===== src/rtl/argmax_top2_scan.sv =====
`default_nettype none
// argmax_top2_scan: snapshots N_IN signed scores, scans LANES per clock, reports argmax, runner-up and margin.
// Rev 1.0
module argmax_top2_scan #(
  parameter int N_IN   = 10,
  parameter int DATA_W = 16,
  parameter int LANES  = 1,
  parameter int IDX_W  = 8
) (
  input  logic                        clk,
  input  logic                        reset,
  input  logic                        enable,
  input  logic [N_IN-1:0][DATA_W-1:0] in_data,
  output logic [IDX_W-1:0]            digit,
  output logic signed [DATA_W-1:0]    max,
  output logic signed [DATA_W-1:0]    second,
  output logic [DATA_W:0]             margin,
  output logic                        busy,
  output logic                        layer_done
);

  localparam int CNT_W = $clog2(N_IN + LANES + 1);
  localparam logic signed [DATA_W-1:0] MOST_NEG = {1'b1, {(DATA_W-1){1'b0}}};

  typedef enum logic [1:0] {S_IDLE = 2'd0, S_SCAN = 2'd1, S_DONE = 2'd2} state_t;

  state_t                     state_q, state_d;
  logic signed [DATA_W-1:0]   snap_q [N_IN];
  logic signed [DATA_W-1:0]   snap_d [N_IN];
  logic [CNT_W-1:0]           cnt_q, cnt_d;
  logic signed [DATA_W-1:0]   best_q, best_d;
  logic signed [DATA_W-1:0]   sbest_q, sbest_d;
  logic [IDX_W-1:0]           best_idx_q, best_idx_d;
  logic [IDX_W-1:0]           digit_q, digit_d;
  logic signed [DATA_W-1:0]   max_q, max_d;
  logic signed [DATA_W-1:0]   second_q, second_d;
  logic [DATA_W:0]            margin_q, margin_d;
  logic                       busy_q, busy_d;
  logic                       done_q, done_d;

  logic signed [DATA_W-1:0]   chain_best, chain_second, lane_x;
  logic [IDX_W-1:0]           chain_idx;
  logic [CNT_W-1:0]           lane_idx;
  logic                       lane_ok;
  logic                       last_scan;

  // Lanes are folded in ascending index order so any LANES matches the one-lane result.
  always_comb begin
    chain_best   = best_q;
    chain_second = sbest_q;
    chain_idx    = best_idx_q;
    lane_idx     = '0;
    lane_x       = MOST_NEG;
    lane_ok      = 1'b0;
    for (int l = 0; l < LANES; l++) begin
      lane_idx = cnt_q + CNT_W'(l);
      lane_x   = MOST_NEG;
      lane_ok  = 1'b0;
      for (int j = 0; j < N_IN; j++) begin
        if (lane_idx == CNT_W'(j)) begin
          lane_x  = snap_q[j];
          lane_ok = 1'b1;
        end
      end
      if (lane_ok) begin
        if (lane_x > chain_best) begin
          chain_second = chain_best;
          chain_best   = lane_x;
          chain_idx    = IDX_W'(lane_idx);
        end else if (lane_x > chain_second) begin
          chain_second = lane_x;
        end
      end
    end
  end

  assign last_scan = (cnt_q + CNT_W'(LANES)) >= CNT_W'(N_IN);

  always_comb begin
    state_d    = state_q;
    snap_d     = snap_q;
    cnt_d      = cnt_q;
    best_d     = best_q;
    sbest_d    = sbest_q;
    best_idx_d = best_idx_q;
    digit_d    = digit_q;
    max_d      = max_q;
    second_d   = second_q;
    margin_d   = margin_q;
    busy_d     = busy_q;
    done_d     = done_q;
    case (state_q)
      S_IDLE: begin
        if (enable) begin
          for (int j = 0; j < N_IN; j++) snap_d[j] = in_data[j];
          best_d     = MOST_NEG;
          sbest_d    = MOST_NEG;
          best_idx_d = '0;
          cnt_d      = '0;
          busy_d     = 1'b1;
          state_d    = S_SCAN;
        end
      end
      S_SCAN: begin
        if (!enable) begin
          // Abort: partial result is dropped, published outputs keep the last completed scan.
          busy_d  = 1'b0;
          state_d = S_IDLE;
        end else begin
          best_d     = chain_best;
          sbest_d    = chain_second;
          best_idx_d = chain_idx;
          cnt_d      = cnt_q + CNT_W'(LANES);
          if (last_scan) begin
            digit_d  = chain_idx;
            max_d    = chain_best;
            second_d = chain_second;
            margin_d = {chain_best[DATA_W-1], chain_best} - {chain_second[DATA_W-1], chain_second};
            busy_d   = 1'b0;
            done_d   = 1'b1;
            state_d  = S_DONE;
          end
        end
      end
      S_DONE: begin
        if (!enable) begin
          done_d  = 1'b0;
          state_d = S_IDLE;
        end
      end
      default: begin
        busy_d  = 1'b0;
        done_d  = 1'b0;
        state_d = S_IDLE;
      end
    endcase
  end

  always_ff @(posedge clk or negedge reset) begin
    if (!reset) begin
      state_q    <= S_IDLE;
      for (int j = 0; j < N_IN; j++) snap_q[j] <= '0;
      cnt_q      <= '0;
      best_q     <= '0;
      sbest_q    <= '0;
      best_idx_q <= '0;
      digit_q    <= '0;
      max_q      <= '0;
      second_q   <= '0;
      margin_q   <= '0;
      busy_q     <= 1'b0;
      done_q     <= 1'b0;
    end else begin
      state_q    <= state_d;
      snap_q     <= snap_d;
      cnt_q      <= cnt_d;
      best_q     <= best_d;
      sbest_q    <= sbest_d;
      best_idx_q <= best_idx_d;
      digit_q    <= digit_d;
      max_q      <= max_d;
      second_q   <= second_d;
      margin_q   <= margin_d;
      busy_q     <= busy_d;
      done_q     <= done_d;
    end
  end

  assign digit      = digit_q;
  assign max        = max_q;
  assign second     = second_q;
  assign margin     = margin_q;
  assign busy       = busy_q;
  assign layer_done = done_q;

endmodule
`default_nettype wire


===== config.mk =====
export PLATFORM = sky130hd
export DESIGN_NAME = argmax_top2_scan
export DESIGN_NICKNAME = d
export VERILOG_FILES = /design/src/rtl/argmax_top2_scan.sv
export SDC_FILE = /design/constraint.sdc
export NUM_CORES = 1
export LEC_CHECK = 0
export CORE_UTILIZATION = 58
export DETAILED_ROUTE_END_ITERATION = 8
export PLACE_DENSITY = 0.93
export SETUP_SLACK_MARGIN = 0.1
export SLEW_MARGIN = 10
export SYNTH_ARGS = -nofsm -noshare
export SYNTH_HDL_FRONTEND = slang
export SYNTH_SLANG_ARGS = --single-unit

===== constraint.sdc =====
create_clock -name clk -period 11.8 [get_ports clk]
set_input_delay 1.18 -clock clk [delete_from_list [all_inputs] [get_ports clk]]
set_output_delay 1.18 -clock clk [all_outputs]
set_load 0.02 [all_outputs]

After elaboration in Yosys (flattened, before gate mapping)

Index checks and enable logic that the tools add are counted.
Widths: inputs -> output; s select.

Magnitude comparators: 3
Reduce and logical (&&, ||, !) cells: 9
Add/sub/neg operators: 2
Muxes and demuxes: 51
Eq/ne operators: 16
Bitwise logic cells: 2

Operator list:

| cell                | number |
|---|---|
| $mux 16             | 18 |
| $pmux 16 s2         | 2 |
| $gt 16x16->1        | 2 |
| $mux 8              | 4 |
| $sub 16x16->17      | 1 |
| $eq 4x3->1 const B  | 4 |
| $mux 1              | 16 |
| $pmux 8 s2          | 1 |
| $reduce_and 3->1    | 4 |
| $eq 4x2->1 const B  | 2 |
| $eq 4x4->1 const B  | 2 |
| $mux 2              | 4 |
| $mux 4              | 2 |
| $ne 2x2->1 const B  | 4 |
| $pmux 4 s2          | 1 |
| $pmux 1 s3          | 2 |
| $pmux 2 s3          | 1 |
| $add 4x1->4 const B | 1 |
| $eq 4x1->1 const B  | 1 |
| $ge 4x4->1 const B  | 1 |
| $logic_not 4->1     | 1 |
| $reduce_and 4->1    | 1 |
| $ne 3x3->1 const B  | 1 |
| $eq 2x1->1 const B  | 1 |
| other kinds (5)     | 6 |

Output and inout port bits: 59
Logic and storage cells: 104
Register bits after elaboration: 265

Longest topological paths before layout

Gate-level depths: netlist of the first run.

Word-level depth: 17
Depth in mapped cells: 28

Worst setup path before layout of the first run

No wires, ideal clock.

Kind: register to register
Start point: register cnt_q[0]
End point: register margin_q[14], in the netlist margin[14]
Setup time: 0.095 ns
Slack: 6.086 ns
Period minus slack after synthesis: 5.714 ns
Stages on the path, launching flop included: 27
Arrival: 5.619 ns
Buffers on the path: 4
Path through: dfrtp_1 > inv_1 > ha_1 > buf_2 > and4bb_4 > buf_2 > a221oi_1 > o211ai_1 > a22oi_2 > a21oi_2 > ha_1 > nand4_1 > or2_0 > a311oi_1 > o21ba_2 > buf_6 > buf_4 > mux2_2 > ha_1 > fa_1 > nand3b_1 > a21oi_1 > a311oi_1 > or3_1 > o211ai_1 > a211oi_1 > o31ai_1

Cells in the longest elaborated chain, start to end: 16
Elaborated cells between the ends (all ways): 41
Classes of those cells: add/sub: 2; order compare: 3; eq/ne: 9; mux: 25; reduce/logical: 2

Ends and longest elaborated chain:

| element                | line | text |
|---|---|---|
| from (decl)            | 30   | `logic [CNT_W-1:0] cnt_q, cnt_d;` |
| from (signal assigned) | 156  | `cnt_q <= cnt_d;` |
| $logic_not 4->1        | 60   | `if (lane_idx == CNT_W'(j)) begin` |
| $mux 16 (10 in series) | 60   |  |
| $gt 16x16->1           | 70   | `end else if (lane_x > chain_second) begin` |
| $mux 16                | 70   |  |
| $mux 16                | 66   | `if (lane_x > chain_best) begin` |
| $mux 16                | 65   | `if (lane_ok) begin` |
| $sub 16x16->17         | 118  | `margin_d = {chain_best[DATA_W-1], chain_best} - {chain_second[DATA_W-1], chain_second};` |
| to (signal assigned)   | 163  | `margin_q <= margin_d;` |
| to (decl)              | 37   | `logic [DATA_W:0] margin_q, margin_d;` |

Several ways; a longest one is shown, not always the timed one.
A chain may end at the register's enable or synchronous reset.

Final worst setup path of the first run

Start point: register cnt_q[0]
End point: register margin_q[12], in the netlist margin[12]

Cells in the longest elaborated chain, start to end: 16
Elaborated cells between the ends (all ways): 41
Classes of those cells: add/sub: 2; order compare: 3; eq/ne: 9; mux: 25; reduce/logical: 2

Ends and longest elaborated chain:

| element                   | line | text |
|---|---|---|
| $logic_not 4->1           | 60   |  |
| $mux 16 (10 in series)    | 60   |  |
| $gt 16x16->1              | 70   |  |
| $mux 16                   | 70   |  |
| $mux 16                   | 66   |  |
| $mux 16 (*)               | 65   |  |
| named net chain_second[0] | 41   | `logic signed [DATA_W-1:0] chain_best, chain_second, lane_x;` |
| $sub 16x16->17 (*)        | 118  |  |

Mark *: on every way through the listed nets, which the timed path passes. The rest lies on a longest branch.

==> results of run 1 <==
==> worst register-to-register path, stage by stage, from the launching register on <==
cell	delay, ps
dfrtp_1	490
inv_1	130
ha_1	530
nor3_2	1070
o211ai_1	190
o211ai_1	320
a22oi_1	110
a21oi_1	490
ha_1	230
nand4_1	120
or2_0	240
a311oi_1	380
o21ba_2	230
or2_1	530
o221ai_1	310
ha_1	290
fa_1	430
nand3b_1	190
a21oi_1	280
a311oi_1	140
or3_1	450
o21ai_0	230
xnor2_1	150
o21ai_0	100
==> through the flow <==
step | power (W) | hold WS, ps
after floorplan | 0.00300 | 453
after global placement | 0.00357 | 463
after detailed placement | 0.00365 | 470
after CTS | 0.00454 | 484
after global routing | 0.00486 | 493
final | 0.00459 | 480
==> cell usage after synthesis, types with 11 or more instances <==
cell	number	share of area [%]
nand3b_1	17	0.93
nor2_1	29	0.79
nand2_1	105	2.9
o31ai_1	14	0.77
mux2_2	180	15
mux2i_1	17	1.2
o211ai_1	23	1.3
o21a_1	20	1.1
a22o_1	14	0.89
o22ai_1	25	1.1
dfrtp_1	265	48
a22oi_1	16	0.87
buf_2	11	0.40
clkbuf_1	50	1.4
a21o_1	15	0.82
inv_1	41	1.1
a21oi_1	24	0.87
ha_1	53	4.8
nor3_1	12	0.44
o21ai_0	61	2.2
nand3_1	13	0.47
a221oi_1	16	1.0
==> per-layer routing <==
layer | part of all wire, % | track usage (%) | wire length, um | vias to the layer above
met5 | 0 | 0 | 0 | -
met4 | 3.9 | 14.2 | 1500 | 0
met3 | 6.5 | 5.03 | 2460 | 103
met2 | 49 | 53.7 | 18600 | 534
met1 | 40 | 41.8 | 15300 | 5316
li1 | - | - | - | 4778
==> power groups by stage <==
stage	Sequential, W	Clock, W	Combinational (W)
2_1_floorplan	0.00126	0	0.00174
3_3_place_gp	0.00125	0	0.00232
3_5_place_dp	0.00126	0	0.00239
4_1_cts	0.00125	0.000879	0.00241
5_1_grt	0.00128	0.000914	0.00267
6_report	0.00126	0.000876	0.00245
==> worst max path at each step <==
stage | slack (ps) | end | start | cells past startpoint
detailed placement | 4180 | margin[12] | cnt_q[0] | 23
global placement | 4480 | margin[12] | cnt_q[0] | 23
CTS | 4150 | margin[12] | cnt_q[0] | 23
global route | 3550 | margin[12] | cnt_q[0] | 23
finish | 4010 | margin[12] | cnt_q[0] | 23
floorplan | 6090 | margin[14] | cnt_q[0] | 26
==> kinds of logic (layout without fill, tap and decap cells) <==
logic type,Yosys count,in the layout,share of synthesized area [%]
adder cells (fa/ha/maj),54,54,4.98
multiplexers,204,204,16.8
AO/OA/AOI/OAI,306,306,16.8
other,0,3,0
buffers and inverters,119,326,3.93
AND/OR/NAND/NOR,234,234,8.64
flip-flops,265,265,48.3
XOR/XNOR,9,9,0.574
==> sequential cells by signal, summed over array words and instances, names as in the netlist <==
| signal | flops |
|---|---|
| best_q | 16 |
| sbest_q | 16 |
| margin | 17 |
| max | 16 |
| best_idx_q | 8 |
| cnt_q | 4 |
| second | 16 |
| busy | 1 |
| layer_done | 1 |
| digit | 8 |
| state_q | 2 |
| snap_q | 160 |
==> layout make-up <==
class,instances,area (sq um)
fill,1449,5930
antenna,3,7.51
clock inverter,17,166
tap,313,392
timing repair buffer,235,2320
inverter,42,158
multi-input combinational,807,6570
clock buffer,32,744
sequential,265,6630
==> impl_metrics.csv, run 1 <==
group,metric,value,unit
global_routing,grt_first_pass_wirelength,60500,um
routing,drc,0,
critical_path,crit_family,"compound AO/OA/AOI/OAI gates",
power_and_ir_drop,comb_power_share,53.4,%
layout,drive_gt1_share,21.5,%
yosys,synth_edf_count,0,
critical_path,regToRegEndpoint,"margin[12]",
clocking,cts_sinks,265,
routing,drtIter0Drc,908,
power_and_ir_drop,leakage,7.01,nW
place,dp.cells,1662,
power_and_ir_drop,max-vdd-ir-drop,164,uV
yosys,ys.warnings.count,0,
clocking,cts_tree,"built",
critical_path,cp_common_cell,"ha_1",
job,maxCapViolations,0,
place,io_buffers,221,
routing,wl,37900,um
power_and_ir_drop,seqPwrFrac,27.4,%
yosys,syn_area,13700,sq um
global_routing,grt_overflow,0,
yosys,postSynthNetCount,1408,
sta,post-route-min-period,7790,ps
routing,drt-vias-per-instance,6.26,
critical_path,ff2ff_path_depth,23,
sta,worst_slack,4010,ps
clocking,clockBufferDepth,3,
yosys,synth_cells,1191,
global_routing,grt_pass1_vias,11100,
floorplanning,fp.dieW,156,um
sta,finalSetupViolations,0,
floorplanning,start_util,59.9,%
critical_path,path_max_fanout,24,
floorplanning,core_area,22900,sq um
routing,wl_per_cell,22.1,um
layout,final_common_cell,"dfrtp_1",
place,place_area,16100,sq um
sta,fin_crit_sh,66.0,%
sta,setup_tns,0,ps
critical_path,ff2ff_setup_slack,4010,ps
sta,max_freq,0.128,GHz
power_and_ir_drop,clock_power_share,19.1,%
critical_path,worstPathArrival,8170,ps
min_path,whs_endpoint,"second[3]",
layout,final_cell_mix,"dfrtp_1 (265), clkdlybuf4s50_1 (220), mux2_2 (180), nand2_1 (104), o21ai_0 (61)",
floorplanning,dieArea,24300,sq um
critical_path,max_stage_delay,1070,ps
power_and_ir_drop,p_sw_share,42.0,%
min_path,hold_class,"reg2reg",
clocking,path_clk_slew,70,ps
critical_path,critical_path_class,"reg2reg",
clocking,ctsResizeCount,0,
power_and_ir_drop,switching_power,0.00192,W
layout,finalNetCount,1595,
clocking,numCtsBuffers,27,
place,gp_congestion,0.911,
power_and_ir_drop,power.density,270,nW/um^2
clocking,cts_hold_buf,0,
critical_path,rr_startpoint,"cnt_q[0]",
critical_path,end_kind,"flop",
sta,maxSlewHeadroom,15.6,%
routing,vias,10700,
outcome,status,"finished, final reports clean",
yosys,synth.avg_cell_area,11.5,sq um
critical_path,worst_path_max_delay_cell,"nor3_2",
global_routing,grt_max_degree,123,
floorplanning,die_y,156,um
sta,hold_viol_final,0,
place,dp_slack,4180,ps
global_routing,antenna_found_initial,3,
routing,drt_pass1_iterations,5,
yosys,yosysUniqueCellTypes,77,
global_routing,grt_usage,32.2,%
layout,area_growth,23.7,%
clocking,clock_latency,550,ps
place,place_hpwl,27200,um
layout,final_util,74.1,%
sta,skew,12.1,ps
sta,slew_viol_final,0,
critical_path,crit_path_cell_trace,"inv_1, ha_1, nor3_2, o211ai_1, o211ai_1, a22oi_1, a21oi_1, ha_1, nand4_1, or2_0, a311oi_1, o21ba_2, or2_1, o221ai_1, ha_1, fa_1, nand3b_1, a21oi_1, a311oi_1, or3_1, o21ai_0, xnor2_1, o21ai_0",
yosys,synthFlopType,"dfrtp_1",
floorplanning,ioPinCount,222,
sta,rsz0062_at_grt,"no",
layout,stdcell_area,17000,sq um
routing,detail-route-antenna-nets,0,
power_and_ir_drop,p_int,0.00266,W
min_path,min-delay-start,"second[3]",
clocking,cts_setup_buffers,0,
critical_path,critPathBufInv,1,
critical_path,cp-start-kind,"flop",
clocking,htreeDepth,1,
min_path,whs_path_depth,2,
clocking,root_buffer,"clkbuf_16",
layout,final_cells,1714,
yosys,synth_seq_area_share,48.3,%
yosys,synthArstFlopShare,100,%
critical_path,cp.required,12180,ps
floorplanning,std_cell_rows,55,
yosys,synth-seq-cells,265,
sta,tightest_slew,1260,ps
No activity file was read; power rests on OpenSTA's default activity.
==> inputs of run 2 (changes only) <==
CORE_UTILIZATION = 49   (was 58)
PLACE_DENSITY = 0.84   (was 0.93)
clock period = 6.45 ns   (was 11.8 ns; I/O delays follow)
==> run 2 against run 1 <==
Net effect:
- maximum frequency rose by 27%
- first-iteration DRC count is 1.3% higher
- cell count up 4.8%
- non-clock buffer count up 26
- global-route usage down 5.5 points
- routed wire length is 0.22% lower
- combinational power grew 98%
- power increased by 94%
- critical path depth rose by 1
- critical path type unchanged
- critical endpoint is now margin[14]
==> impl_metrics.csv, run 2 (same netlist as run 1, synthesis figures left out) <==
group,metric,value,unit
clocking,cts_hold_buf,0,
routing,drc,0,
layout,final_cell_mix,"dfrtp_1 (263), clkdlybuf4s50_1 (220), mux2_2 (180), nand2_1 (104), o21ai_0 (60)",
sta,rsz0062_at_grt,"yes",
place,place_area,16300,sq um
layout,multi_input_area,6680,sq um
place,dp_slack,-137,ps
floorplanning,fp.dieW,169,um
critical_path,cp.required,6890,ps
sta,finalSetupViolations,0,
clocking,cts_sinks,265,
place,gp_congestion,0.946,
floorplanning,ioPinCount,222,
layout,final_util,64.2,%
sta,post-route-min-period,6140,ps
clocking,clockBufferDepth,3,
power_and_ir_drop,switching_power,0.00366,W
layout,seq_area,6630,sq um
place,dp.cells,1738,
sta,fin_crit_sh,95.3,%
global_routing,grt_overflow,0,
global_routing,grt_max_degree,160,
routing,drtIter0Drc,920,
routing,vias,10700,
place,io_buffers,221,
sta,hold_viol_final,0,
critical_path,ff2ff_setup_slack,310,ps
sta,skew,29.2,ps
critical_path,cp-start-kind,"flop",
clocking,path_clk_slew,70,ps
critical_path,rr_startpoint,"cnt_q[1]",
layout,regMostFlops,"snap_q",
routing,detail-route-antenna-nets,0,
critical_path,regToRegEndpoint,"margin[14]",
layout,largest_register_ffs,160,
min_path,hold_class,"in2async",
routing,wl,37800,um
outcome,status,"finished, final reports clean",
global_routing,antenna_found_initial,0,
place,place_hpwl,27600,um
layout,num_antenna_cells,0,
power_and_ir_drop,leakage,7.23,nW
clocking,clock_latency,560,ps
global_routing,grt_pass1_vias,10800,
power_and_ir_drop,seqPwrFrac,25.8,%
layout,final_cells,1797,
floorplanning,std_cell_rows,60,
clocking,htreeDepth,1,
power_and_ir_drop,p_sw_share,41.1,%
layout,drive_gt1_share,24.5,%
power_and_ir_drop,clock_power_share,19.9,%
sta,maxSlewHeadroom,44.2,%
global_routing,grt_usage,26.7,%
clocking,root_buffer,"clkbuf_16",
critical_path,cp-startpoint,"cnt_q[1]",
floorplanning,core_area,27300,sq um
clocking,numCtsBuffers,28,
sta,setup_tns,0,ps
power_and_ir_drop,power.density,509,nW/um^2
sta,max_freq,0.163,GHz
power_and_ir_drop,max-vdd-ir-drop,298,uV
floorplanning,start_util,50.4,%
routing,wl_per_cell,21.0,um
sta,slew_viol_final,0,
clocking,cts_tree,"built",
critical_path,ff2ff_path_depth,24,
critical_path,path_max_fanout,12,
layout,stdcell_area,17500,sq um
layout,finalNetCount,1622,
routing,drt_pass1_iterations,7,
global_routing,grt_first_pass_wirelength,59800,um
floorplanning,die_y,169,um
critical_path,critical_path_class,"reg2reg",
layout,area_growth,27.5,%
routing,drt-vias-per-instance,5.98,
job,maxCapViolations,0,
sta,tightest_slew,838,ps
sta,worst_slack,306,ps
layout,nFillCells,2080,
power_and_ir_drop,p_int,0.00525,W
critical_path,end_kind,"flop",
critical_path,worstPathArrival,6580,ps
floorplanning,dieArea,28700,sq um
power_and_ir_drop,comb_power_share,54.3,%
layout,final_common_cell,"dfrtp_1",
-- run 2: cell types whose count changed in the layout (fill, tap and decap cells not counted), sizes merged, moves of 3 or more --
cell,before,now
bufinv,2,6
clkinvlp,8,1
clkinv,7,11
diode,3,0
buf,15,41
-- run 2: layout make-up --
class | instances | area share [%]
Multi-Input combinational cell | 807 | 38.1
Sequential cell | 265 | 37.9
Timing Repair Buffer | 261 | 14.5
Clock buffer | 33 | 4.40
Tap cell | 372 | 2.66
Clock inverter | 17 | 1.49
Inverter | 42 | 0.901
-- run 2: what timing repair did --
action	CTS	global route
gates resized for setup	5	24
endpoints found under the setup margin	6	8
gates cloned	0	0
buffers inserted	2	7
pin swaps	3	8
hold endpoints to repair	0	0
-- run 2: per-stage QoR --
step	hold WS [ps]	power, W
floorplan	349	0.00548
global placement	464	0.00662
detailed placement	469	0.00678
CTS	152	0.00864
global route	188	0.00942
finish	110	0.00891
-- run 2: how the worst max path moves through the flow --
stage | endpoint | slack, ps
final | margin[14] | 310
after global routing | margin[15] | 5
after CTS | margin[14] | 110
after detailed placement | margin[14] | -140
after global placement | margin[14] | 140
after floorplan | margin[14] | 740
-- run 2: critical path, cell delays in order (launching register included) --
cell,delay (ps)
dfrtp_1,370
inv_1,180
ha_2,320
or2_1,170
buf_4,230
o211ai_2,100
o211ai_1,320
a22oi_1,150
a21oi_2,390
ha_1,220
nand4_1,90
or4_1,500
nand3_1,130
o21ba_4,210
or2_1,250
buf_4,210
o221ai_2,260
ha_1,330
a211oi_1,380
a21oi_2,120
a311oi_1,310
or3_1,220
o211ai_1,120
o211a_1,160
o31ai_1,240
-- run 2: power by group through the flow --
stage	logic [W]	clock network (W)	registers, W
floorplan	0.00317	0	0.00231
global placement	0.00432	0	0.00230
finish	0.00484	0.00177	0.00230
global route	0.00522	0.00187	0.00233
CTS	0.00455	0.00180	0.00229
detailed placement	0.00447	0	0.00231
-- run 2: per-layer routing --
layer / wire [um] / track usage [%] / vias up
met4: 1400 / 9.75 / 0
met5: 0 / 0 / -
met3: 2680 / 3.94 / 90
met2: 18000 / 44.0 / 500
li1: - / - / 4830
met1: 15800 / 35.9 / 5325
